===== config.mk =====
export PLATFORM = sky130hd
export DESIGN_NAME = memory_port_arbiter
export DESIGN_NICKNAME = d
export VERILOG_FILES = /design/src/rtl/memory_pkg.sv /design/src/rtl/rr_arbiter2.sv /design/src/rtl/memory_port_arbiter.sv
export SDC_FILE = /design/constraint.sdc
export NUM_CORES = 1
export LEC_CHECK = 0
export CORE_MARGIN = 2
export CORE_UTILIZATION = 37
export CTS_CLUSTER_DIAMETER = 30
export DETAILED_ROUTE_END_ITERATION = 12
export PLACE_DENSITY = 0.79
export SYNTH_ARGS = -nofsm -noshare
export SYNTH_HDL_FRONTEND = slang
export SYNTH_SLANG_ARGS = --single-unit

===== constraint.sdc =====
create_clock -name clk -period 1.84 [get_ports clk]
set_input_delay 0.368 -clock clk [delete_from_list [all_inputs] [get_ports clk]]
set_output_delay 0.368 -clock clk [all_outputs]
set_load 0.02 [all_outputs]

===== src/rtl/memory_pkg.sv =====
// Shared types for the memory port arbiter: controller state and requester index.
package memory_pkg;

   // Controller state: clearing the memory, or arbitrating requests.
   typedef enum logic {
      ST_INIT = 1'b0,
      ST_ARB  = 1'b1
   } state_t;

   // Index of one of the two requesters.
   typedef logic req_idx_t;

endpackage


===== src/rtl/rr_arbiter2.sv =====
// Two-way round-robin arbiter: one grant per cycle, priority flips after each grant.
module rr_arbiter2
   import memory_pkg::*;
(
   input  logic       clk,
   input  logic       rst,
   input  logic [1:0] valid,
   input  logic       advance,
   output logic [1:0] grant
);

   req_idx_t r_ptr;

   // Grant the lone requester, or the one the pointer favours when both ask.
   always_comb begin
      // NOTE: default every output first so no path through the block infers a latch.
      grant = 2'b00;
      case (valid)
         2'b01:   grant = 2'b01;
         2'b10:   grant = 2'b10;
         2'b11:   grant = (r_ptr == 1'b0) ? 2'b01 : 2'b10;
         default: grant = 2'b00;
      endcase
   end

   // After a grant, point at the requester that was not served (grant[0] set -> 1).
   always_ff @(posedge clk) begin
      if (rst) begin
         r_ptr <= 1'b0;
      end else if (advance && (grant != 2'b00)) begin
         // NOTE: non-blocking so every register updates from pre-edge values.
         r_ptr <= grant[0];
      end
   end

endmodule


===== src/rtl/memory_port_arbiter.sv =====
// Arbitrates two requesters onto one port of an external dual-port memory and
// clears that memory to a fill value after reset or on request.
module memory_port_arbiter
   import memory_pkg::*;
#(
   parameter int   N  = 8,
   parameter int   D  = 32,
   parameter int   A  = $clog2(D),
   parameter logic RV = 1'b0
) (
   input  logic         clk,
   input  logic         rst,
   // requester 0
   input  logic         req0_valid,
   output logic         req0_ready,
   input  logic         req0_we,
   input  logic [A-1:0] req0_addr,
   input  logic [N-1:0] req0_wdata,
   output logic         rsp0_valid,
   output logic [N-1:0] rsp0_rdata,
   // requester 1
   input  logic         req1_valid,
   output logic         req1_ready,
   input  logic         req1_we,
   input  logic [A-1:0] req1_addr,
   input  logic [N-1:0] req1_wdata,
   output logic         rsp1_valid,
   output logic [N-1:0] rsp1_rdata,
   // memory port
   output logic         mem_wren,
   output logic         mem_rden,
   output logic [A-1:0] mem_addr,
   output logic [N-1:0] mem_wdata,
   input  logic [N-1:0] mem_rdata,
   // initialisation control
   input  logic         init_start,
   output logic         init_done
);

   localparam logic [A-1:0] LAST_ADDR = A'(D - 1);

   state_t       r_state;
   logic [A-1:0] r_fill_addr;
   logic [1:0]   r_rsp_valid;
   logic [N-1:0] r_rsp0_rdata;
   logic [N-1:0] r_rsp1_rdata;

   logic         w_arb_en;
   logic [1:0]   w_valid;
   logic [1:0]   w_grant;
   logic [1:0]   w_read;

   // Requests compete only in ARB, outside reset, and not while a re-clear is requested.
   assign w_arb_en = (r_state == ST_ARB) && !rst && !init_start;
   assign w_valid  = {req1_valid, req0_valid} & {2{w_arb_en}};
   assign w_read   = w_grant & ~{req1_we, req0_we};

   rr_arbiter2 u_arb (
      .clk     (clk),
      .rst     (rst),
      .valid   (w_valid),
      .advance (w_arb_en),
      .grant   (w_grant)
   );

   assign req0_ready = w_grant[0];
   assign req1_ready = w_grant[1];
   assign init_done  = (r_state == ST_ARB) && !rst;

   // Registered responses are masked while reset is held so outputs read zero at once.
   assign rsp0_valid = r_rsp_valid[0] && !rst;
   assign rsp1_valid = r_rsp_valid[1] && !rst;
   assign rsp0_rdata = rst ? '0 : r_rsp0_rdata;
   assign rsp1_rdata = rst ? '0 : r_rsp1_rdata;

   // Drive the memory port from the fill engine in INIT, or from the granted requester in ARB.
   always_comb begin
      mem_wren  = 1'b0;
      mem_rden  = 1'b0;
      mem_addr  = '0;
      mem_wdata = '0;
      if (!rst) begin
         if (r_state == ST_INIT) begin
            mem_wren  = 1'b1;
            mem_addr  = r_fill_addr;
            mem_wdata = {N{RV}};
         end else if (w_grant[0]) begin
            mem_wren  = req0_we;
            mem_rden  = ~req0_we;
            mem_addr  = req0_addr;
            mem_wdata = req0_wdata;
         end else if (w_grant[1]) begin
            mem_wren  = req1_we;
            mem_rden  = ~req1_we;
            mem_addr  = req1_addr;
            mem_wdata = req1_wdata;
         end
      end
   end

   // State, fill address and one-cycle-latency read responses.
   always_ff @(posedge clk) begin
      if (rst) begin
         r_state      <= ST_INIT;
         r_fill_addr  <= '0;
         r_rsp_valid  <= 2'b00;
         r_rsp0_rdata <= '0;
         r_rsp1_rdata <= '0;
      end else begin
         r_rsp_valid <= w_read;
         if (w_read[0]) r_rsp0_rdata <= mem_rdata;
         if (w_read[1]) r_rsp1_rdata <= mem_rdata;

         case (r_state)
            ST_INIT: begin
               if (r_fill_addr == LAST_ADDR) begin
                  r_state     <= ST_ARB;
                  r_fill_addr <= '0;
               end else begin
                  r_fill_addr <= r_fill_addr + A'(1);
               end
            end
            ST_ARB: begin
               if (init_start) begin
                  r_state     <= ST_INIT;
                  r_fill_addr <= '0;
               end
            end
            default: r_state <= ST_INIT;
         endcase
      end
   end

endmodule


Word level (Yosys, flattened, before mapping)

Cells that the tools add are included.

Add/subtract/negate cells: 1
Equality and inequality tests: 5
Mux-type cells: 26
Bitwise gates (word level): 6
Reductions and logical operators: 8

Operators by type and width:

| operator            | count |
|---|---|
| $mux 8              | 6 |
| $mux 5              | 6 |
| $mux 1              | 10 |
| $pmux 5 s2          | 1 |
| $pmux 2 s3          | 1 |
| $add 5x1->5 const B | 1 |
| $eq 5x5->1 const B  | 1 |
| $logic_and 1x1->1   | 5 |
| $and 2x2->2         | 2 |
| $eq 2x2->1 const B  | 2 |
| $not 1->1           | 3 |
| $eq 2x1->1 const B  | 1 |
| $logic_not 1->1     | 2 |
| $mux 2              | 1 |
| $ne 2x2->1 const B  | 1 |
| $not 2->2           | 1 |
| $pmux 1 s2          | 1 |
| $reduce_bool 2->1   | 1 |

Register bits: 25
Output and inout port bits: 36

Logic depth before layout (Yosys ltp)

Depth after elaboration: 10
Depth in mapped cells: 6
Depth with buffers taken out: 6

Cells and area by module

Synthesis repeated with hierarchy kept, for this count alone.

Cell total of the unflattened synthesis: 145
Area, all modules: 1,340.0 µm²

Modules (own cells, without submodules):

| module              | times used | cells an instance | area each (µm²) | seq. area each (µm²) |
|---|---|---|---|---|
| memory_port_arbiter | 1          | 138               | 1,275.0         | 480.5 |
| rr_arbiter2         | 1          | 7                 | 65.1            | 20.0 |

Worst setup path before layout

No wires, ideal clock.

Path kind: flip-flop to output port
Start point: register r_state
End point: output mem_addr[3]
Arrival: 1.340 ns
Data required time: 1.472 ns
Path slack: 0.132 ns
Cell stages (with the launch flop): 6
Buffers on the path: 2
Path through: dfxtp_1 -> nor2b_4 -> and4_4 -> buf_6 -> buf_6 -> a221o_1

RTL lines:

| element                                         | RTL line                   | text |
|---|---|---|
| from (decl)                                     | memory_port_arbiter.sv:42  | `state_t r_state;` |
| from (signal assigned)                          | memory_port_arbiter.sv:104 | `r_state <= ST_INIT;` |
| from (signal assigned)                          | memory_port_arbiter.sv:117 | `r_state <= ST_ARB;` |
| from (signal assigned)                          | memory_port_arbiter.sv:125 | `r_state <= ST_INIT;` |
| $logic_and 1x1->1 (*) (2 in series)             | memory_port_arbiter.sv:54  | `assign w_arb_en = (r_state == ST_ARB) && !rst && !init_start;` |
| $and 2x2->2 (*)                                 | memory_port_arbiter.sv:55  | `assign w_valid = {req1_valid, req0_valid} & {2{w_arb_en}};` |
| $eq 2x2->1 / $eq 2x1->1 (equally long branches) | rr_arbiter2.sv:18          | `case (valid)` |
| $pmux 2 s3 (*)                                  | rr_arbiter2.sv:18          |  |
| via req0_ready                                  | memory_port_arbiter.sv:15  | `output logic req0_ready,` |
| $mux 5 (*)                                      | memory_port_arbiter.sv:87  | `end else if (w_grant[0]) begin` |
| $mux 5 (*)                                      | memory_port_arbiter.sv:83  | `if (r_state == ST_INIT) begin` |
| $mux 5 (*)                                      | memory_port_arbiter.sv:82  | `if (!rst) begin` |
| to (decl)                                       | memory_port_arbiter.sv:32  | `output logic [A-1:0] mem_addr,` |

The timed path passes the listed nets; every way through them passes the cells marked *.

Worst setup path after layout

Start point: register u_arb.r_ptr
End point: output mem_addr[1]

Word-level cells in the longest chain between the ends: 6

Ends and longest elaborated chain:

| element                | RTL line                  | text |
|---|---|---|
| from (decl)            | rr_arbiter2.sv:12         | `req_idx_t r_ptr;` |
| from (signal assigned) | rr_arbiter2.sv:32         | `r_ptr <= grant[0];` |
| $mux 2 (*)             | rr_arbiter2.sv:21         | `2'b11: grant = (r_ptr == 1'b0) ? 2'b01 : 2'b10;` |
| $pmux 2 s3 (*)         | rr_arbiter2.sv:18         |  |
| $mux 5                 | memory_port_arbiter.sv:92 | `end else if (w_grant[1]) begin` |
| $mux 5 (*)             | memory_port_arbiter.sv:87 |  |
| $mux 5 (*)             | memory_port_arbiter.sv:83 |  |
| $mux 5 (*)             | memory_port_arbiter.sv:82 |  |

Mark *: on every way between the ends. The rest lies on a longest branch, timed or not.

==> impl_metrics.yaml <==
synth:
  ys_seq_area_frac: 0.381
  synthAdderAreaFrac: 0.0190
  yosysWarnings: 0
  syn_nets: 169
  yosys-top-cells-area: "dfxtp_1 38%, mux2_2 14%, nor2b_1 9.5%"
  synth_mux_area_frac: 0.137
  syn_area_um2: 1310
  synth_compound_area_frac: 0.157
  syn-mean-instance-area_um2: 10.4
  syn_inst: 126
  synth_common_cells: "25 x dfxtp_1, 20 x nor2b_1, 16 x mux2_2"
  yosysTopAreaCellShare: 0.381
  synth_edf_count: 0
  ys_ff_latch: 25
  synth-xor-area-share: 0
  synthArstFlopShare: 0
  ys.flop_type: "dfxtp_1"
  synthSimpleGateAreaFrac: 0.261
  yosysMostFrequentCell: "dfxtp_1"
  synth_top_family_by_area: "simple AND/OR/NAND/NOR gates"
  ys_types: 35
  synth_area_leader_cell: "dfxtp_1"
job:
  maxCapViolations: 0
min_path:
  min_to: "u_arb.r_ptr"
  worstHoldStart: "req1_valid"
  hold_class: "input port to register"
  whs_path_depth: 2
worst_setup_path:
  crit_buf_inv: 3
  critPathKind: "register to output pin"
  rr_startpoint: "r_fill_addr[0]"
  ff2ff_path_depth: 5
  required_ps: 1470
  cp_common_cell: "buf_6"
  ff2ff_setup_slack_ps: 90
  cp_data_arrival_time_ps: 1590
  crit_fanout: 7
  r2r_end: "r_fill_addr[3]"
  startpoint_type: "register"
  critPathSlowestCell: "dfxtp_2"
  slowest_delay_ps: 370
  cp-end-kind: "output pin"
  crit_family: "buffers and inverters"
  path_cells: "buf_6 > nor2b_4 > nor2_4 > buf_6 > a221o_2 > buf_6"
clock_tree:
  cts_hold_buf: 0
  clockRootBuffer: "clkbuf_4"
  htreeDepth: 1
  clk_pin_slew_worst_paths_ps: 120
  clockBufferDepth: 2
  cts_tree: "built"
  clk_latency_ps: 310
  cts_buffers: 3
  numClockSinks: 25
timing:
  grt_setup_unrepaired: "yes"
  worstMarginPinSlew_ps: 237
  fmax_mhz: 510
  maxSlewViolCount: 0
  finClkSkew_ps: 5.83
  finalSetupViolCount: 14
  period_share: 1.07
  period_needed_ps: 1960
  relSlewSlack: 0.842
  setup_slack_ps: -122
  hold_viol: 0
grt:
  overflow: 0
  track_usage: 0.217
  antenna_found_initial: 0
  grt_max_degree: 17
  grt_pass1_wl_mm: 6.91
  grt_pass1_vias: 1493
route:
  wl_per_cell_um: 15.8
  drc: 0
  firstDrtPassIters: 4
  dr.first_iter.drc_count: 35
  viasPerCell: 5.15
  finalWirelength_mm: 4.25
  drtAntennaViolNets: 0
  vias: 1386
floorplan:
  initial_utilization: 0.391
  die_area_um2: 4040
  die_h_um: 63.6
  design.core.area_um2: 3360
  fp.dieW_um: 63.6
  io_pins: 77
  rows: 21
pwr:
  power_mw: 0.964
  power_density_nw_per_um2: 406
  p_leak_nw: 1.10
  vdd_ir_drop_max_v: 0.000342
final_layout:
  drive_above_1_share: 0.399
  area_delta_synth_final_pct: 80.6
  nNetsFinal: 267
  utilization: 0.705
  fillers: 274
  n_antenna_cell: 0
run_status:
  violations: "setup timing"
  status: "finished with violations"
placement:
  portBuffers: 76
  dp_hpwl_mm: 3.06
  place_congestion: 0.722
==> registers in the layout (all words and copies together), names as in the netlist <==
signal        count
r_rsp0_rdata      8
r_rsp1_rdata      8
r_rsp_valid       2
r_state           1
u_arb.r_ptr       1
r_fill_addr       5
==> worst register-to-register path: stages (launching register included) <==
cell	delay, ps
dfxtp_1	370
ha_1	240
and3_1	190
ha_1	220
or4_1	500
a31oi_1	160
==> logic make-up (layout without fill, tap and decap cells) <==
family	Yosys count	after routing
flops	25	25
mux	16	16
simple gates	50	51
compound gates	24	24
fa+ha+maj	2	2
buf+inv	9	105
==> report_power, final <==
group | switching (mW) | internal, mW | leakage (nW)
registers | 0.00690 | 0.545 | 0.203
logic | 0.0632 | 0.111 | 0.882
clock network | 0.153 | 0.0848 | 0.0150
total | 0.223 | 0.741 | 1.10
==> cells in the final DEF, fill, tap and decap left out, drive strengths merged <==
cell	count
and2	5
dlygate4sd2	20
a211oi	1
mux2	16
nor3	3
and3	1
clkbuf	8
a22o	8
a31oi	1
dfxtp	25
clkdlybuf4s50	35
a41o	1
inv	1
a221o	5
buf	40
nand2	2
nand3b	3
a21oi	5
ha	2
nor2	5
and4	3
nand2b	2
nor2b	21
a31o	1
or2	1
or4	1
clkdlybuf4s15	1
nand3	2
o21ai	1
a311oi	1
nor3b	1
nand4bb	1
==> timing repair <==
item | in CTS | in global routing
setup endpoints to repair | 36 | 18
pin swaps | 6 | 3
resized for setup | 137 | 18
gates cloned | 2 | 0
setup buffers | 4 | 3
==> cell type report <==
type | count | area (um^2) | area share
Timing Repair Buffer | 100 | 950 | 0.400
Tap cell | 46 | 57.6 | 0.0243
Multi-Input combinational cell | 93 | 830 | 0.350
Inverter | 1 | 3.75 | 0.00158
Sequential cell | 25 | 505 | 0.213
Clock buffer | 4 | 26.3 | 0.0111
==> worst max path at each step <==
stage / cells after the start / slack (ps) / to / start
final: 6 / -120 / mem_addr[1] / u_arb.r_ptr
after global routing: 6 / -160 / mem_addr[1] / u_arb.r_ptr
after CTS: 6 / -130 / mem_addr[2] / u_arb.r_ptr
after detailed placement: 6 / -800 / mem_addr[2] / init_start
after global placement: 6 / -770 / mem_addr[0] / init_start
after floorplan: 5 / 130 / mem_addr[3] / r_state
==> through the flow <==
stage | hold slack, ps | setup WS (ps) | instances | instance area, um^2 | TNS (ps)
floorplan | 472 | 132 | 126 | 1310 | 0
detailed placement | 509 | -802 | 257 | 2200 | -24160
finish | 351 | -122 | 269 | 2370 | -974
CTS | 512 | -134 | 267 | 2340 | -876
global route | 354 | -165 | 269 | 2370 | -1730
global placement | 499 | -773 | 257 | 2200 | -22870
==> per-layer routing <==
layer / global-route usage / vias to the layer above / share of wire / wire (um)
li1: - / 658 / - / -
met1: 0.226 / 636 / 0.39 / 1640
met2: 0.408 / 79 / 0.50 / 2140
met3: 0.0518 / 13 / 0.082 / 350
met4: 0.0924 / 0 / 0.028 / 117
met5: 0 / - / 0 / 0
Power figures use the tool's default switching activity.
